`config.mk`:
```
export PLATFORM = sky130hd
export DESIGN_NAME = capture_ctrl_flat
export DESIGN_NICKNAME = d
export VERILOG_FILES = /design/src/rtl/capture_pkg.sv /design/src/rtl/capture_ctrl_if.sv /design/src/rtl/smpl_decim.sv /design/src/rtl/capture_ctrl.sv /design/src/flat_wrapper.sv
export SDC_FILE = /design/constraint.sdc
export NUM_CORES = 1
export LEC_CHECK = 0
export BUFFER_PORTS_ARGS = -buffer_cell sky130_fd_sc_hd__buf_2
export CAP_MARGIN = 20
export CORE_MARGIN = 3
export CORE_UTILIZATION = 40
export CTS_BUF_LIST = sky130_fd_sc_hd__clkbuf_2
export CTS_CLUSTER_DIAMETER = 100
export DETAILED_ROUTE_END_ITERATION = 10
export GPL_TIMING_DRIVEN = 0
export SYNTH_ARGS = -nofsm -noshare
export SYNTH_HDL_FRONTEND = slang
export SYNTH_SLANG_ARGS = --single-unit
```
`constraint.sdc`:
```
create_clock -name clk -period 7.15 [get_ports clk]
set_input_delay 0.3575 -clock clk [delete_from_list [all_inputs] [get_ports clk]]
set_output_delay 0.3575 -clock clk [all_outputs]
set_load 0.05 [all_outputs]
```
`src/rtl/capture_pkg.sv`:
```
// Shared types and default sizing for the sample-capture controller.
// ENTRIES/LOG2 defaults match the standard build; DE-0 uses ENTRIES=12288.
package capture_pkg;

    localparam int ENTRIES_DEF = 384;
    localparam int LOG2_DEF    = 9;
    localparam int DECIM_W_DEF = 4;

    typedef enum logic [2:0] {
        IDLE  = 3'd0,
        FILL  = 3'd1,
        ARMED = 3'd2,
        POST  = 3'd3,
        DONE  = 3'd4
    } cap_state_e;

endpackage

```
`src/rtl/capture_ctrl_if.sv`:
```
// Control/status bundle between cmd_cfg, trigger unit, sample RAM and capture_ctrl.
// slave is the controller side; master is the side driving samples and configuration.
interface capture_ctrl_if
    import capture_pkg::*;
#(
    parameter int LOG2    = LOG2_DEF,
    parameter int DECIM_W = DECIM_W_DEF
);

    logic               wrt_smpl;
    logic               run;
    logic               capture_done;
    logic               cont;
    logic               triggered;
    logic [LOG2-1:0]    trig_pos;
    logic [DECIM_W-1:0] decim;

    logic               we;
    logic [LOG2-1:0]    waddr;
    logic               set_capture_done;
    logic               armed;
    logic [LOG2-1:0]    trig_addr;

    modport master (
        output wrt_smpl, run, capture_done, cont, triggered, trig_pos, decim,
        input  we, waddr, set_capture_done, armed, trig_addr
    );

    modport slave (
        input  wrt_smpl, run, capture_done, cont, triggered, trig_pos, decim,
        output we, waddr, set_capture_done, armed, trig_addr
    );

endinterface

```
`src/rtl/smpl_decim.sv`:
```
// Sample prescaler: passes the first of every 2^decim wrt_smpl pulses, combinationally.
// clr restarts the group so the next pulse is accepted; clr wins over a coincident pulse.
module smpl_decim
    import capture_pkg::*;
#(
    parameter int DECIM_W = DECIM_W_DEF
) (
    input  logic               clk,
    input  logic               rst,
    input  logic               clr,
    input  logic               wrt_smpl,
    input  logic [DECIM_W-1:0] decim,
    output logic               accept
);

    // Wide enough that the largest exponent gives a full-period wrap.
    localparam int CNT_W = (1 << DECIM_W) - 1;

    logic [CNT_W-1:0] cnt_q, cnt_d, mask;

    always_comb begin
        mask   = ~({CNT_W{1'b1}} << decim);
        accept = wrt_smpl && ((cnt_q & mask) == '0);
        cnt_d  = cnt_q;
        if (clr) begin
            cnt_d = '0;
        end else if (wrt_smpl) begin
            cnt_d = cnt_q + CNT_W'(1);
        end
    end

    always_ff @(posedge clk) begin
        if (rst) begin
            cnt_q <= '0;
        end else begin
            cnt_q <= cnt_d;
        end
    end

endmodule

```
`src/rtl/capture_ctrl.sv`:
```
// Circular-buffer capture sequencer: pre-trigger fill, arm, post-trigger count, done handshake.
// we/set_capture_done are combinational in the sample cycle; CAPTURE_DECIM_EN enables smpl_decim.
module capture_ctrl
    import capture_pkg::*;
#(
    parameter int ENTRIES = ENTRIES_DEF,
    parameter int LOG2    = LOG2_DEF,
    parameter int DECIM_W = DECIM_W_DEF
) (
    input logic           clk,
    input logic           rst,
    capture_ctrl_if.slave cif
);

    localparam int              CNT_W     = LOG2 + 1;
    localparam logic [LOG2-1:0] ADDR_LAST = LOG2'(ENTRIES - 1);
    localparam logic [CNT_W-1:0] ENTRIES_C = CNT_W'(ENTRIES);

    cap_state_e       state_q, state_d;
    logic [LOG2-1:0]  waddr_q, waddr_d;
    logic [LOG2-1:0]  trig_addr_q, trig_addr_d;
    logic             armed_q, armed_d;
    logic [CNT_W-1:0] fill_cnt_q, fill_cnt_d;
    logic [LOG2-1:0]  post_cnt_q, post_cnt_d;

    logic [LOG2-1:0]  tpos;
    logic [CNT_W-1:0] fill_thresh;
    logic [LOG2-1:0]  waddr_inc;
    logic             accept;
    logic             decim_clr;
    logic             we_c;
    logic             set_done_c;

`ifdef CAPTURE_DECIM_EN
    smpl_decim #(
        .DECIM_W (DECIM_W)
    ) u_decim (
        .clk      (clk),
        .rst      (rst),
        .clr      (decim_clr),
        .wrt_smpl (cif.wrt_smpl),
        .decim    (cif.decim),
        .accept   (accept)
    );
`else
    logic [DECIM_W:0] decim_unused;
    assign decim_unused = {decim_clr, cif.decim};
    assign accept       = cif.wrt_smpl;
`endif

    always_comb begin
        tpos        = (cif.trig_pos > ADDR_LAST) ? ADDR_LAST : cif.trig_pos;
        fill_thresh = ENTRIES_C - {1'b0, tpos};
        waddr_inc   = (waddr_q == ADDR_LAST) ? '0 : waddr_q + LOG2'(1);
    end

    always_comb begin
        state_d     = state_q;
        waddr_d     = waddr_q;
        trig_addr_d = trig_addr_q;
        armed_d     = armed_q;
        fill_cnt_d  = fill_cnt_q;
        post_cnt_d  = post_cnt_q;
        we_c        = 1'b0;
        set_done_c  = 1'b0;
        decim_clr   = 1'b0;

        case (state_q)
            IDLE: begin
                armed_d = 1'b0;
                if (cif.run) begin
                    state_d    = FILL;
                    waddr_d    = '0;
                    fill_cnt_d = '0;
                    post_cnt_d = '0;
                    decim_clr  = 1'b1;
                end
            end

            FILL: begin
                if (!cif.run) begin
                    state_d = IDLE;
                    armed_d = 1'b0;
                end else begin
                    if (accept) begin
                        we_c    = 1'b1;
                        waddr_d = waddr_inc;
                        if (fill_cnt_q != ENTRIES_C) begin
                            fill_cnt_d = fill_cnt_q + CNT_W'(1);
                        end
                    end
                    // Compared every cycle so a lowered trig_pos arms without waiting for a sample.
                    if (fill_cnt_d >= fill_thresh) begin
                        state_d = ARMED;
                        armed_d = 1'b1;
                    end
                end
            end

            ARMED: begin
                if (!cif.run) begin
                    state_d = IDLE;
                    armed_d = 1'b0;
                end else if (cif.triggered && (tpos == '0)) begin
                    state_d    = DONE;
                    armed_d    = 1'b0;
                    set_done_c = 1'b1;
                end else if (cif.triggered) begin
                    state_d     = POST;
                    trig_addr_d = waddr_q;
                    post_cnt_d  = {{(LOG2-1){1'b0}}, accept};
                    if (accept) begin
                        we_c    = 1'b1;
                        waddr_d = waddr_inc;
                    end
                end else if (accept) begin
                    we_c    = 1'b1;
                    waddr_d = waddr_inc;
                end
            end

            POST: begin
                if (!cif.run) begin
                    state_d = IDLE;
                    armed_d = 1'b0;
                end else if (post_cnt_q >= tpos) begin
                    state_d    = DONE;
                    armed_d    = 1'b0;
                    set_done_c = 1'b1;
                end else if (accept) begin
                    we_c       = 1'b1;
                    waddr_d    = waddr_inc;
                    post_cnt_d = post_cnt_q + LOG2'(1);
                end
            end

            DONE: begin
                // waddr holds here: after a full capture it points at the oldest sample.
                if (!cif.capture_done) begin
                    if (cif.run && cif.cont) begin
                        state_d    = FILL;
                        waddr_d    = '0;
                        fill_cnt_d = '0;
                        post_cnt_d = '0;
                        decim_clr  = 1'b1;
                    end else begin
                        state_d = IDLE;
                    end
                end
            end

            default: begin
                state_d = IDLE;
                armed_d = 1'b0;
            end
        endcase
    end

    always_ff @(posedge clk) begin
        if (rst) begin
            state_q     <= IDLE;
            waddr_q     <= '0;
            trig_addr_q <= '0;
            armed_q     <= 1'b0;
            fill_cnt_q  <= '0;
            post_cnt_q  <= '0;
        end else begin
            state_q     <= state_d;
            waddr_q     <= waddr_d;
            trig_addr_q <= trig_addr_d;
            armed_q     <= armed_d;
            fill_cnt_q  <= fill_cnt_d;
            post_cnt_q  <= post_cnt_d;
        end
    end

    assign cif.we               = we_c & ~rst;
    assign cif.set_capture_done = set_done_c & ~rst;
    assign cif.waddr            = waddr_q;
    assign cif.armed            = armed_q;
    assign cif.trig_addr        = trig_addr_q;

endmodule

```
`src/flat_wrapper.sv`:
```
// flat-port wrapper written by rule: the top's interface ports become plain ports
module capture_ctrl_flat import capture_pkg::*;
#(
    parameter int ENTRIES = ENTRIES_DEF,
    parameter int LOG2    = LOG2_DEF,
    parameter int DECIM_W = DECIM_W_DEF
)
  (clk, rst, cif_wrt_smpl, cif_run, cif_capture_done, cif_cont, cif_triggered, cif_trig_pos, cif_decim, cif_we, cif_waddr, cif_set_capture_done, cif_armed, cif_trig_addr);
  capture_ctrl_if #(.LOG2(LOG2), .DECIM_W(DECIM_W)) cif_i ();
  input logic clk;
  input logic rst;
  input wire logic [$bits(cif_i.wrt_smpl)-1:0] cif_wrt_smpl;
  input wire logic [$bits(cif_i.run)-1:0] cif_run;
  input wire logic [$bits(cif_i.capture_done)-1:0] cif_capture_done;
  input wire logic [$bits(cif_i.cont)-1:0] cif_cont;
  input wire logic [$bits(cif_i.triggered)-1:0] cif_triggered;
  input wire logic [$bits(cif_i.trig_pos)-1:0] cif_trig_pos;
  input wire logic [$bits(cif_i.decim)-1:0] cif_decim;
  output wire logic [$bits(cif_i.we)-1:0] cif_we;
  output wire logic [$bits(cif_i.waddr)-1:0] cif_waddr;
  output wire logic [$bits(cif_i.set_capture_done)-1:0] cif_set_capture_done;
  output wire logic [$bits(cif_i.armed)-1:0] cif_armed;
  output wire logic [$bits(cif_i.trig_addr)-1:0] cif_trig_addr;
  assign cif_i.wrt_smpl = cif_wrt_smpl;
  assign cif_i.run = cif_run;
  assign cif_i.capture_done = cif_capture_done;
  assign cif_i.cont = cif_cont;
  assign cif_i.triggered = cif_triggered;
  assign cif_i.trig_pos = cif_trig_pos;
  assign cif_i.decim = cif_decim;
  assign cif_we = cif_i.we;
  assign cif_waddr = cif_i.waddr;
  assign cif_set_capture_done = cif_i.set_capture_done;
  assign cif_armed = cif_i.armed;
  assign cif_trig_addr = cif_i.trig_addr;
  capture_ctrl #(.ENTRIES(ENTRIES), .LOG2(LOG2), .DECIM_W(DECIM_W)) u_core (.clk(clk), .rst(rst), .cif(cif_i));
endmodule
```
==> Implementation_results.wiki, run 1 <==
{| class="wikitable"
! Metric !! Value
|-
| Antenna Nets Post-Route || 0
|-
| Largest net degree at the start of global routing || 15
|-
| Layer with the highest usage after global routing || met2
|-
| Count of maximum capacitance violations || 0
|-
| Cell type with the largest total area after synthesis || sky130_fd_sc_hd__dfxtp_1
|-
| RSZ-0062 raised after global routing || false
|-
| Core Area || 0.00729 sq mm
|-
| Total routing usage reported by global routing || between 15 and 20%
|-
| Endpoint type of the worst setup path || register
|-
| Most used cell, CP || sky130_fd_sc_hd__ha_1
|-
| Post-synthesis async set-or-reset flop share || 0%
|-
| Slowest-stage cell, CP || sky130_fd_sc_hd__a41oi_1
|-
| Post-CTS sizing || 0
|-
| Sum of negative setup slack || 0 ns
|-
| Horiz. Die Dim || 93.0 um
|-
| Routability congestion estimate || 0.896
|-
| Register-to-Register Path Depth || 12
|-
| Number of violations reported at the end of detailed-routing iteration 0 || 214
|-
| TritonCTS clock tree || yes
|-
| Critical Path RT || 7.49 ns
|-
| Sum of net half-perimeters after detailed placement || 6.21 mm
|-
| Most used standard cells in the synthesized netlist || sky130_fd_sc_hd__nor2_1 (45), sky130_fd_sc_hd__dfxtp_1 (41), sky130_fd_sc_hd__a21oi_1 (32)
|-
| Antenna violations before repair || 0
|-
| Cell types with the largest area share after synthesis || sky130_fd_sc_hd__dfxtp_1 (27%), sky130_fd_sc_hd__ha_1 (9.9%), sky130_fd_sc_hd__nor2_1 (5.6%)
|-
| Boundary pin count || 41
|-
| Final setup violation count || 0
|-
| Number of standard cells in the layout, taps in and fillers out || 527
|-
| Family with the most delay on the worst path || compound AO/OA/AOI/OAI gates
|-
| Area added between synthesis and finish || 12.2%
|-
| Portion of synthesized cell area occupied by the leading cell type || between 20% and 30%
|-
| Flip-flop cell with the highest count after synthesis || sky130_fd_sc_hd__dfxtp_1
|-
| Quantity of I/O buffers inserted on ports || 35
|-
| Transition time of the tightest slew-check pin || 0.768 ns
|-
| CP startpoint kind || register
|-
| Maximum fanout encountered on the critical timing path || 8
|-
| Final critical-path share of the clock period || 53.9%
|-
| Clock sink count || 41
|-
| Core Rows || 31
|-
| Mean instance size in the synthesized netlist || 7.86 sq um
|-
| Cell count after synthesis || 385
|-
| Clock tree root driver cell || sky130_fd_sc_hd__clkbuf_2
|-
| Launching point of the worst reg2reg path || u_core.fill_cnt_q[0]
|-
| First-pass GRT wire length || 13.8 mm
|-
| Via count || 3013
|-
| Synthesized cell area || 0.00303 sq mm
|-
| Post-DR vias/cell || about 5.7
|-
| Initial Util || 41.5%
|-
| DIE HEIGHT || 93.0 um
|-
| Stage delay of the slowest cell on the critical path || 0.68 ns
|-
| Number of global-route vias before repair || about 2900
|-
| Clock network latency to the later pin of the worst-skew pair || between 0.4 and 0.5 ns
|-
| Fraction of the yosys area taken by sequential cells || 27.1%
|-
| CTS Hold Buffers Added || 0
|-
| Total of flip-flops plus latches after synthesis || 41
|-
| Met3 demand-to-capacity share in global routing || just over 3%
|-
| Final Skew || around 0.0073 ns
|-
| Minimum setup slack among reg-to-reg paths || approximately 3.3 ns
|-
| Total Routed Length || 8.20 mm
|-
| Total Nets Final || between 400 and 500
|-
| Average wire length per cell after detail routing || 15.6 um
|-
| Met1 capacity usage during global routing || 26.1%
|-
| Synthesis warning total || 0
|-
| Fraction of final layout cells sized beyond drive strength 1 || 13.3%
|-
| Number of hold violations in the final report || 0
|-
| Data arrival time of the critical path || 4.20 ns
|-
| Worst-case headroom to the max-slew limit || 48.1%
|-
| Reg-to-reg critical path endpoint || u_core.cif.armed
|-
| Number of nets produced by synthesis || 429
|-
| Leak Pwr || ~1.5 nW
|-
| Maximum resistive drop on vdd || 72.6 uV
|-
| P per Cell Area || 139 mW/mm^2
|-
| Logic depth of the worst path, buffers included || 12
|-
| Worst setup path startpoint || u_core.fill_cnt_q[0]
|-
| # diodes || 0
|-
| Number of levels the H-tree was split into || 2
|-
| Placed Cells incl. Taps || 519
|-
| Total buffers and inverters traversed by the critical path || 1
|-
| Type of the tightest min-delay check || in2reg
|-
| Residual overflow from global routing || 0
|-
| Worst hold slack after final layout || approximately 0.32 ns
|-
| Timing-limited maximum frequency || 0.259 GHz
|-
| Crit path cell chain || inv_1 -> ha_1 -> nor4b_1 -> a41oi_1 -> nand4_1 -> xnor2_1 -> ha_1 -> nand3_1 -> or4_1 -> a22oi_1 -> o21ai_0 -> mux2_2
|-
| Number of instances on the worst hold path || 4
|-
| Clock buffers created by TritonCTS || 5
|-
| Minimum clock period || around 3.9 ns
|-
| End point of the critical path || u_core.cif.armed
|-
| Total die area || 0.00865 sq mm
|-
| Result of the run || complete, no violations
|-
| Pins over their slew limit || 0
|-
| Number of detailed-route iterations in the first pass || 4
|-
| Clock Tree Buf Depth || 2
|-
| Routing usage on met2 || 32.0%
|-
| Clock Pin Slew Worst Setup and Hold Paths || 0.23 ns
|-
| Start-to-end type of the worst setup path || reg2reg
|-
| Most frequent cell after synthesis || sky130_fd_sc_hd__nor2_1
|-
| Post-synthesis cell type count || 56
|-
| Number of flops mapped to enable cells by yosys || 0
|-
| Number of design rule violations left after detail routing || 0
|-
| Buffers inserted by post-CTS timing repair || 0
|}
## metal layers
| metal | routed length, um | share of wire (%) | up-vias |
|---|---|---|---|
| li1 | - | - | 1502 |
| met2 | 3870 | 47 | 84 |
| met5 | 0 | 0 | - |
| met4 | 155 | 1.9 | 0 |
| met3 | 313 | 3.8 | 12 |
| met1 | 3860 | 47 | 1415 |
## power breakdown
part	switching, mW	internal (mW)
registers	0.00367	0.231
logic	0.0566	0.0323
clock network	0.0872	0.0599
total	0.147	0.324
## cells by family (layout without fill, tap and decap cells)
group,after synthesis,count (layout),synth area share (%)
xor+xnor,12,12,3.47
other cells,1,1,0.124
buf+inv,30,73,4.51
mux,14,14,4.67
flops,41,41,27.1
simple gates,163,163,27.9
compound gates,100,100,22.2
fa+ha+maj,24,24,9.92
## registers in the layout, indices dropped and copies added (netlist names)
signal	cells
u_core.cif.waddr	9
u_core.state_q	3
u_core.cif.trig_addr	9
u_core.cif.armed	1
u_core.fill_cnt_q	10
u_core.post_cnt_q	9
## worst min path at each step
stage / slack [ns] / end / startpoint
after floorplan: 0.46 / u_core.post_cnt_q[1] / u_core.post_cnt_q[1]
after global placement: 0.47 / u_core.cif.trig_addr[8] / u_core.cif.trig_addr[8]
after detailed placement: 0.49 / u_core.cif.trig_addr[8] / u_core.cif.trig_addr[8]
after CTS: 0.29 / u_core.state_q[0] / cif_capture_done
after global routing: 0.33 / u_core.state_q[0] / cif_capture_done
final: 0.32 / u_core.state_q[0] / cif_capture_done
## layout by cell type, fill, tap and decap left out, drive strengths merged, types with 13 or more instances in the layout
master  count
nor2       45
buf        42
dfxtp      41
a21oi      32
nand2      31
ha         24
o21ai      23
clkbuf     17
nand3      16
mux2i      13
## per-stage QoR
step | util, % | total power, mW | cell area, sq um | worst slack, ns
6_report | 46.6 | 0.471 | 3390 | 3.29
5_1_grt | 46.6 | 0.494 | 3390 | 3.02
4_1_cts | 46.6 | 0.475 | 3390 | 3.32
3_5_place_dp | 45.6 | 0.327 | 3330 | 3.25
3_3_place_gp | 45.6 | 0.326 | 3330 | 3.27
2_1_floorplan | - | 0.301 | 3030 | 3.98
## cell type report
class | instances | area, sq um
Fill cell | 791 | 3900
Multi-Input combinational cell | 314 | 2070
Sequential cell | 41 | 821
Timing Repair Buffer | 35 | 175
Tap cell | 99 | 124
Buffer | 19 | 95.1
Clock inverter | 3 | 43.8
Inverter | 11 | 41.3
Clock buffer | 5 | 25.0
## worst min-delay path, cell delays in order
cell and delay (ns):
sky130_fd_sc_hd__buf_2 0.13, sky130_fd_sc_hd__a21oi_1 0.09, sky130_fd_sc_hd__nand3b_1 0.08, sky130_fd_sc_hd__a21oi_1 0.06
No activity file was read; power rests on OpenSTA's default activity.
==> run 2, diff against run 1 <==
- ABC_AREA: default -> 1
- clock period: 7.15 -> 3.93 ns (I/O delays scaled with it)
==> run 2 against run 1 <==
  * Clock power is 68% higher
  * Sequential cell count stayed put
  * Routed wire length is 4.8% lower
  * Critical path type is now reg2out
  * Critical endpoint is now cif_set_capture_done
  * Largest cell class unchanged
==> Implementation_results.wiki, run 2 <==
{| class="wikitable"
! Metric !! Value
|-
| Result of the run || complete, no violations
|-
| Largest net degree at the start of global routing || 13
|-
| Pins over their slew limit || 0
|-
| # diodes || 0
|-
| Cell types with the largest area share after synthesis || sky130_fd_sc_hd__dfxtp_1 (26%), sky130_fd_sc_hd__nand2_1 (14%), sky130_fd_sc_hd__ha_1 (9.5%)
|-
| Endpoint type of the worst setup path || output pin
|-
| Residual overflow from global routing || 0
|-
| Portion of synthesized cell area occupied by the leading cell type || 26.0%
|-
| Clock network latency to the later pin of the worst-skew pair || approximately 0.40 ns
|-
| Number of hold violations in the final report || 0
|-
| Clock Pin Slew Worst Setup and Hold Paths || 0.20 ns
|-
| Timing-limited maximum frequency || 0.281 GHz
|-
| Maximum resistive drop on vdd || about 210 uV
|-
| Number of violations reported at the end of detailed-routing iteration 0 || approximately 140
|-
| Worst-case headroom to the max-slew limit || 40.1%
|-
| Area added between synthesis and finish || 11.3%
|-
| Post-synthesis cell type count || 37
|-
| TritonCTS clock tree || yes
|-
| Crit path cell chain || ha_1 -> nand2_1 -> nor3_1 -> nand3_1 -> xor2_1 -> nand2_1 -> nand2_1 -> inv_1 -> ha_1 -> nand2_1 -> inv_1 -> nand2_1 -> nand2_1 -> a21oi_1 -> nand4_1 -> nand3_1 -> nor2_1 -> buf_2
|-
| Quantity of I/O buffers inserted on ports || 34
|-
| Clock Tree Buf Depth || 2
|-
| Number of design rule violations left after detail routing || 0
|-
| Max FFs per register || 10
|-
| Fillers || 820
|-
| Number of flops mapped to enable cells by yosys || 0
|-
| Number of nets produced by synthesis || 547
|-
| Overall power after layout || 1.30 mW
|-
| Stage delay of the slowest cell on the critical path || ~0.44 ns
|-
| Synthesis warning total || 0
|-
| First-pass GRT wire length || approximately 13 mm
|-
| Total buffers and inverters traversed by the critical path || 3
|-
| Clock buffers created by TritonCTS || 5
|-
| Data arrival time of the critical path || ~3.4 ns
|-
| Final Skew || 0.0181 ns
|-
| Most frequent cell after synthesis || sky130_fd_sc_hd__nand2_1
|-
| Area of the multi-input gates || between 0.0015 and 0.002 sq mm
|-
| Core Area || 0.00745 sq mm
|-
| Post-CTS sizing || 0
|-
| Total Routed Length || 7.80 mm
|-
| Most used standard cells in the synthesized netlist || sky130_fd_sc_hd__nand2_1 (121), sky130_fd_sc_hd__inv_1 (70), sky130_fd_sc_hd__nor2_1 (67)
|-
| Count of maximum capacitance violations || 0
|-
| Horiz. Die Dim || 94.9 um
|-
| Final setup violation count || 0
|-
| Number of global-route vias before repair || around 2900
|-
| Commonest non-fill, non-tap cells in the layout || sky130_fd_sc_hd__nand2_1 (121), sky130_fd_sc_hd__inv_1 (70), sky130_fd_sc_hd__nor2_1 (67)
|-
| CP startpoint kind || register
|-
| Most common library cell in the layout ignoring fill and taps || sky130_fd_sc_hd__nand2_1
|-
| Antenna violations before repair || 0
|-
| Initial Util || 42.4%
|-
| Total die area || 0.00900 sq mm
|-
| Type of the tightest min-delay check || in2reg
|-
| Number of detailed-route iterations in the first pass || 4
|-
| Average wire length per cell after detail routing || 12.1 um
|-
| DIE HEIGHT || 94.9 um
|-
| Final critical-path share of the clock period || around 91%
|-
| Sum of net half-perimeters after detailed placement || 6.28 mm
|-
| RSZ-0062 raised after global routing || false
|-
| Cell count after synthesis || 503
|-
| Fraction of the yosys area taken by sequential cells || roughly a quarter
|-
| Critical Path RT || around 3.7 ns
|-
| Maximum fanout encountered on the critical timing path || 6
|-
| Most used cell, CP || sky130_fd_sc_hd__nand2_1
|-
| Cell type with the largest total area after synthesis || sky130_fd_sc_hd__dfxtp_1
|-
| Sum of negative setup slack || 0 ns
|-
| Via count || 3156
|-
| Transition time of the tightest slew-check pin || 0.898 ns
|-
| Total routing usage reported by global routing || 18.4%
|-
| P per Cell Area || ~370 mW/mm^2
|-
| Buffers inserted by post-CTS timing repair || 0
|-
| Clock tree root driver cell || sky130_fd_sc_hd__clkbuf_2
|-
| Leak Pwr || ~1.7 nW
|-
| Post-DR vias/cell || 4.90
|-
| Core Rows || 31
|-
| Flip-flop cell with the highest count after synthesis || sky130_fd_sc_hd__dfxtp_1
|-
| Routability congestion estimate || between 0.8 and 0.9
|-
| Post-synthesis async set-or-reset flop share || 0%
|-
| Mean instance size in the synthesized netlist || 6.28 sq um
|-
| Minimum clock period || 3.56 ns
|-
| Sequential cell area || 821 sq um
|-
| Fraction of final layout cells sized beyond drive strength 1 || between 10% and 20%
|-
| Total Nets Final || 588
|-
| Biggest register || u_core.fill_cnt_q
|-
| Family with the most delay on the worst path || simple AND/OR/NAND/NOR gates
|-
| Total of flip-flops plus latches after synthesis || just over 40
|-
| CTS Hold Buffers Added || 0
|-
| Synthesized cell area || 0.00316 sq mm
|-
| Number of levels the H-tree was split into || 2
|-
| Clock sink count || between 40 and 50
|-
| Antenna Nets Post-Route || 0
|-
| Boundary pin count || a little over 40
|-
| Slowest-stage cell, CP || sky130_fd_sc_hd__dfxtp_1
|-
| Start-to-end type of the worst setup path || reg2out
|}
==> run 2: changes by cell type after synthesis, sizes merged, moves of 5 or more <==
cell,delta
nand3,+16
xor2,+6
inv,+64
nand2,+97
nor2b,-7
and3,-7
clkbuf,-7
nand2b,-7
a22oi,-5
a21oi,+12
nor2,+25
a21o,-5
mux2i,-13
==> run 2: report_power, final <==
group	total, mW	switching [mW]	internal [mW]	leakage, nW
logic	0.535	0.360	0.175	1.31
registers	0.520	0.0569	0.463	0.333
clock network	0.247	0.138	0.109	0.0406
total	1.30	0.556	0.746	1.69
==> run 2: through the flow <==
| step | hold slack, ns | area [sq um] | utilization (%) | worst slack [ns] | cells |
|---|---|---|---|---|---|
| finish | 0.0682 | 3520 | 47.2 | 0.367 | 644 |
| CTS | 0.0461 | 3520 | 47.2 | 0.331 | 644 |
| global route | 0.0308 | 3520 | 47.2 | 0.0547 | 644 |
| global placement | 0.430 | 3450 | 46.4 | 0.727 | 636 |
| floorplan | 0.361 | 3160 | - | 1.02 | 503 |
| detailed placement | 0.437 | 3450 | 46.4 | 0.684 | 636 |
==> run 2: final timing paths <==
check	endpoint	startpoint	slack (ns)	depth (start not counted)
hold reg to reg	u_core.cif.trig_addr[6]	u_core.cif.trig_addr[6]	0.46	2
hold / removal	u_core.state_q[2]	cif_capture_done	0.07	3
setup / recovery	cif_set_capture_done	u_core.fill_cnt_q[0]	0.37	18
setup reg to reg	u_core.state_q[0]	u_core.fill_cnt_q[0]	1.03	18
==> run 2: logic make-up after synthesis <==
logic type,synth area share [%]
other,0.119
XOR/XNOR,4.16
buffers and inverters,10.8
AO/OA/AOI/OAI,12.5
AND/OR/NAND/NOR,37.0
adder cells (fa/ha/maj),9.50
flip-flops,26.0
==> run 2: metal layers <==
| layer | share of wire (%) | track usage, % |
|---|---|---|
| met5 | 0 | 0 |
| met4 | 0.91 | 4.45 |
| met3 | 2.9 | 2.79 |
| met2 | 45 | 29.5 |
| met1 | 51 | 25.8 |
==> run 2: worst min-delay path, stage by stage <==
cell and delay, ns:
sky130_fd_sc_hd__buf_2 0.11, sky130_fd_sc_hd__nand2_2 0.07, sky130_fd_sc_hd__a21oi_1 0.06
==> run 2: cell type report <==
type                    instances  share of cell area, %
plain buffers                  10                   1.60
clock buffers                   6                  0.853
clock inverters                 2                  0.960
inverters                      76                   8.11
multi-input cells             376                   56.8
flip-flops and latches         41                   23.3
well taps                      99                   3.52
repair buffers                 34                   4.84
==> run 3, diff against run 2 <==
- ABC_AREA: 1 -> default
==> run 3 against run 2 <==
  * Worst setup slack improved by 0.014 ns
  * Sequential cell count unchanged
  * Hold slack better by 0.11 ns
  * Count of clock-buffer cells in the layout down 1
  * Final cell count is 18% lower
  * Sequential share of layout area grew 0.59 points
  * Critical endpoint is now u_core.cif.armed
  * Highest routed layer unchanged
==> Implementation_results.wiki, run 3 (synthesized netlist as in run 1, its figures left out) <==
{| class="wikitable"
! Metric !! Value
|-
| Result of the run || complete, no violations
|-
| DIE HEIGHT || between 90 and 100 um
|-
| Worst-case headroom to the max-slew limit || 58.4%
|-
| NetSw || 0.268 mW
|-
| CP startpoint kind || register
|-
| Clock Pin Slew Worst Setup and Hold Paths || roughly 0.24 ns
|-
| Final setup violation count || 0
|-
| Met1 capacity usage during global routing || 26.1%
|-
| Final critical-path share of the clock period || around 90%
|-
| Initial Util || 41.5%
|-
| Total Routed Length || 8.25 mm
|-
| Clock tree root driver cell || sky130_fd_sc_hd__clkbuf_2
|-
| Fraction of power spent switching nets || between 30 and 40%
|-
| Sum of negative setup slack || 0 ns
|-
| Clock Tree Buf Depth || 2
|-
| Maximum resistive drop on vdd || about 130 uV
|-
| Total Nets Final || 475
|-
| Transition time of the tightest slew-check pin || 0.616 ns
|-
| P per Cell Area || 251 mW/mm^2
|-
| Count of maximum capacitance violations || 0
|-
| Antenna Nets Post-Route || 0
|-
| Maximum fanout encountered on the critical timing path || 7
|-
| Clock sink count || 41
|-
| Clock buffers created by TritonCTS || 5
|-
| Number of violations reported at the end of detailed-routing iteration 0 || between 150 and 200
|-
| Routing usage on met2 || roughly a third
|-
| Post-DR vias/cell || 5.72
|-
| Average wire length per cell after detail routing || around 16 um
|-
| Layer with the highest usage after global routing || met2
|-
| Internal power component || 0.591 mW
|-
| Number of levels the H-tree was split into || 2
|-
| Total die area || 0.00865 sq mm
|-
| Core Rows || 31
|-
| Biggest register || u_core.fill_cnt_q
|-
| Share of total power in combinational logic || 19.2%
|-
| Core Area || 0.00729 sq mm
|-
| Sum of net half-perimeters after detailed placement || roughly 6.2 mm
|-
| Clock share of power || a little under a third
|-
| Placement-stage worst setup slack || 0.122 ns
|-
| Worst hold slack after final layout || around 0.17 ns
|-
| Boundary pin count || 41
|-
| Quantity of I/O buffers inserted on ports || 35
|-
| Slowest-stage cell, CP || sky130_fd_sc_hd__or4_1
|-
| Met3 demand-to-capacity share in global routing || slightly above 3%
|-
| Final core area utilization || 47.1%
|-
| Final Skew || between 0.007 and 0.008 ns
|-
| Number of hold violations in the final report || 0
|-
| Total routing usage reported by global routing || 19.4%
|-
| TritonCTS clock tree || yes
|-
| Pins over their slew limit || 0
|-
| Leak Pwr || 1.48 nW
|-
| Total buffers and inverters traversed by the critical path || 1
|-
| Number of detailed-route iterations in the first pass || 4
|-
| Start-to-end type of the worst setup path || reg2reg
|-
| Stage delay of the slowest cell on the critical path || ~0.5 ns
|-
| Commonest non-fill, non-tap cells in the layout || sky130_fd_sc_hd__nor2_1 (45), sky130_fd_sc_hd__dfxtp_1 (41), sky130_fd_sc_hd__buf_2 (39)
|-
| Number of design rule violations left after detail routing || 0
|-
| Most common library cell in the layout ignoring fill and taps || sky130_fd_sc_hd__nor2_1
|-
| Crit path cell chain || inv_1 -> ha_1 -> nor4b_1 -> a41oi_2 -> nand2b_1 -> nand2_1 -> nand2_1 -> o21ai_0 -> ha_1 -> nand4_1 -> or4_1 -> a22oi_1 -> o21ai_0 -> mux2_2
|-
| RSZ-0062 raised after global routing || false
|-
| Timing-limited maximum frequency || 0.282 GHz
|-
| Largest net degree at the start of global routing || 15
|-
| First-pass GRT wire length || 13.8 mm
|-
| Type of the tightest min-delay check || in2reg
|-
| Via count || 3038
|-
| Data arrival time of the critical path || 3.89 ns
|-
| Fraction of final layout cells sized beyond drive strength 1 || ~14%
|-
| Max FFs per register || 10
|-
| Minimum clock period || 3.55 ns
|-
| Antenna violations before repair || 0
|-
| Part of the total power dissipated in sequential elements || 49.7%
|-
| Critical Path RT || 4.27 ns
|-
| Endpoint type of the worst setup path || register
|-
| Number of global-route vias before repair || 2879
|-
| Family with the most delay on the worst path || simple AND/OR/NAND/NOR gates
|-
| Fillers || 795
|-
| # diodes || 0
|-
| Clock network latency to the later pin of the worst-skew pair || just over 0.4 ns
|-
| Residual overflow from global routing || 0
|-
| Area after detailed placement || 0.00333 sq mm
|-
| Horiz. Die Dim || 93.0 um
|-
| Final worst slack || 0.381 ns
|-
| Design area || 0.00343 sq mm
|-
| Area added between synthesis and finish || 13.4%
|-
| Routability congestion estimate || 0.896
|}
==> run 3: changes by cell type in the layout (fill, tap and decap cells not counted), moves of 12 or more <==
cell,delta
sky130_fd_sc_hd__nand3_1,-12
sky130_fd_sc_hd__mux2i_1,+13
sky130_fd_sc_hd__inv_1,-59
sky130_fd_sc_hd__a21oi_1,-12
sky130_fd_sc_hd__nand2_1,-90
sky130_fd_sc_hd__nor2_1,-22
==> run 3: final timing paths <==
check,slack [ns],cells past startpoint,endpoint,from
min reg2reg,0.53,2,u_core.cif.trig_addr[7],u_core.cif.trig_addr[7]
max,0.38,14,u_core.cif.armed,u_core.fill_cnt_q[0]
min,0.17,4,u_core.state_q[0],cif_capture_done
max reg2reg,0.38,14,u_core.cif.armed,u_core.fill_cnt_q[0]
==> run 3: power by group through the flow <==
| stage | registers (mW) | logic [mW] | clock network, mW |
|---|---|---|---|
| detailed placement | 0.435 | 0.160 | 0 |
| CTS | 0.427 | 0.162 | 0.275 |
| floorplan | 0.438 | 0.109 | 0 |
| finish | 0.428 | 0.165 | 0.267 |
| global placement | 0.435 | 0.159 | 0 |
| global route | 0.428 | 0.186 | 0.287 |
==> run 3: area by class of cell <==
| cell class | count | area, sq um | area share, % |
|---|---|---|---|
| clock inverter | 3 | 43.8 | 1.28 |
| tap | 99 | 124 | 3.61 |
| buffer | 19 | 95.1 | 2.77 |
| inverter | 11 | 41.3 | 1.20 |
| clock buffer | 5 | 25.0 | 0.729 |
| timing repair buffer | 39 | 205 | 5.98 |
| sequential | 41 | 821 | 23.9 |
| multi-input combinational | 314 | 2080 | 60.5 |
==> run 3: per-stage QoR <==
| stage | std cells | total power, mW |
|---|---|---|
| after global placement | 519 | 0.594 |
| after detailed placement | 519 | 0.595 |
| after global routing | 531 | 0.901 |
| after CTS | 527 | 0.865 |
| final | 531 | 0.860 |
| after floorplan | 385 | 0.547 |
==> run 3: timing repair <==
action / in CTS / in global routing
setup buffers: 0 / 4
hold buffers: 0 / 0
gates resized for setup: 0 / 1
endpoints found under the setup margin: 0 / 2
==> run 3: worst min-delay path, cell delays in order <==
cell and delay (ns):
sky130_fd_sc_hd__buf_2 0.13, sky130_fd_sc_hd__a21oi_1 0.10, sky130_fd_sc_hd__nand3b_1 0.08, sky130_fd_sc_hd__a21oi_1 0.06
==> run 3: layer usage <==
layer / up-vias / share of wire, %
met2: 88 / 48
met5: - / 0
met3: 11 / 4.6
met4: 0 / 1.7
met1: 1428 / 46
li1: 1511 / -
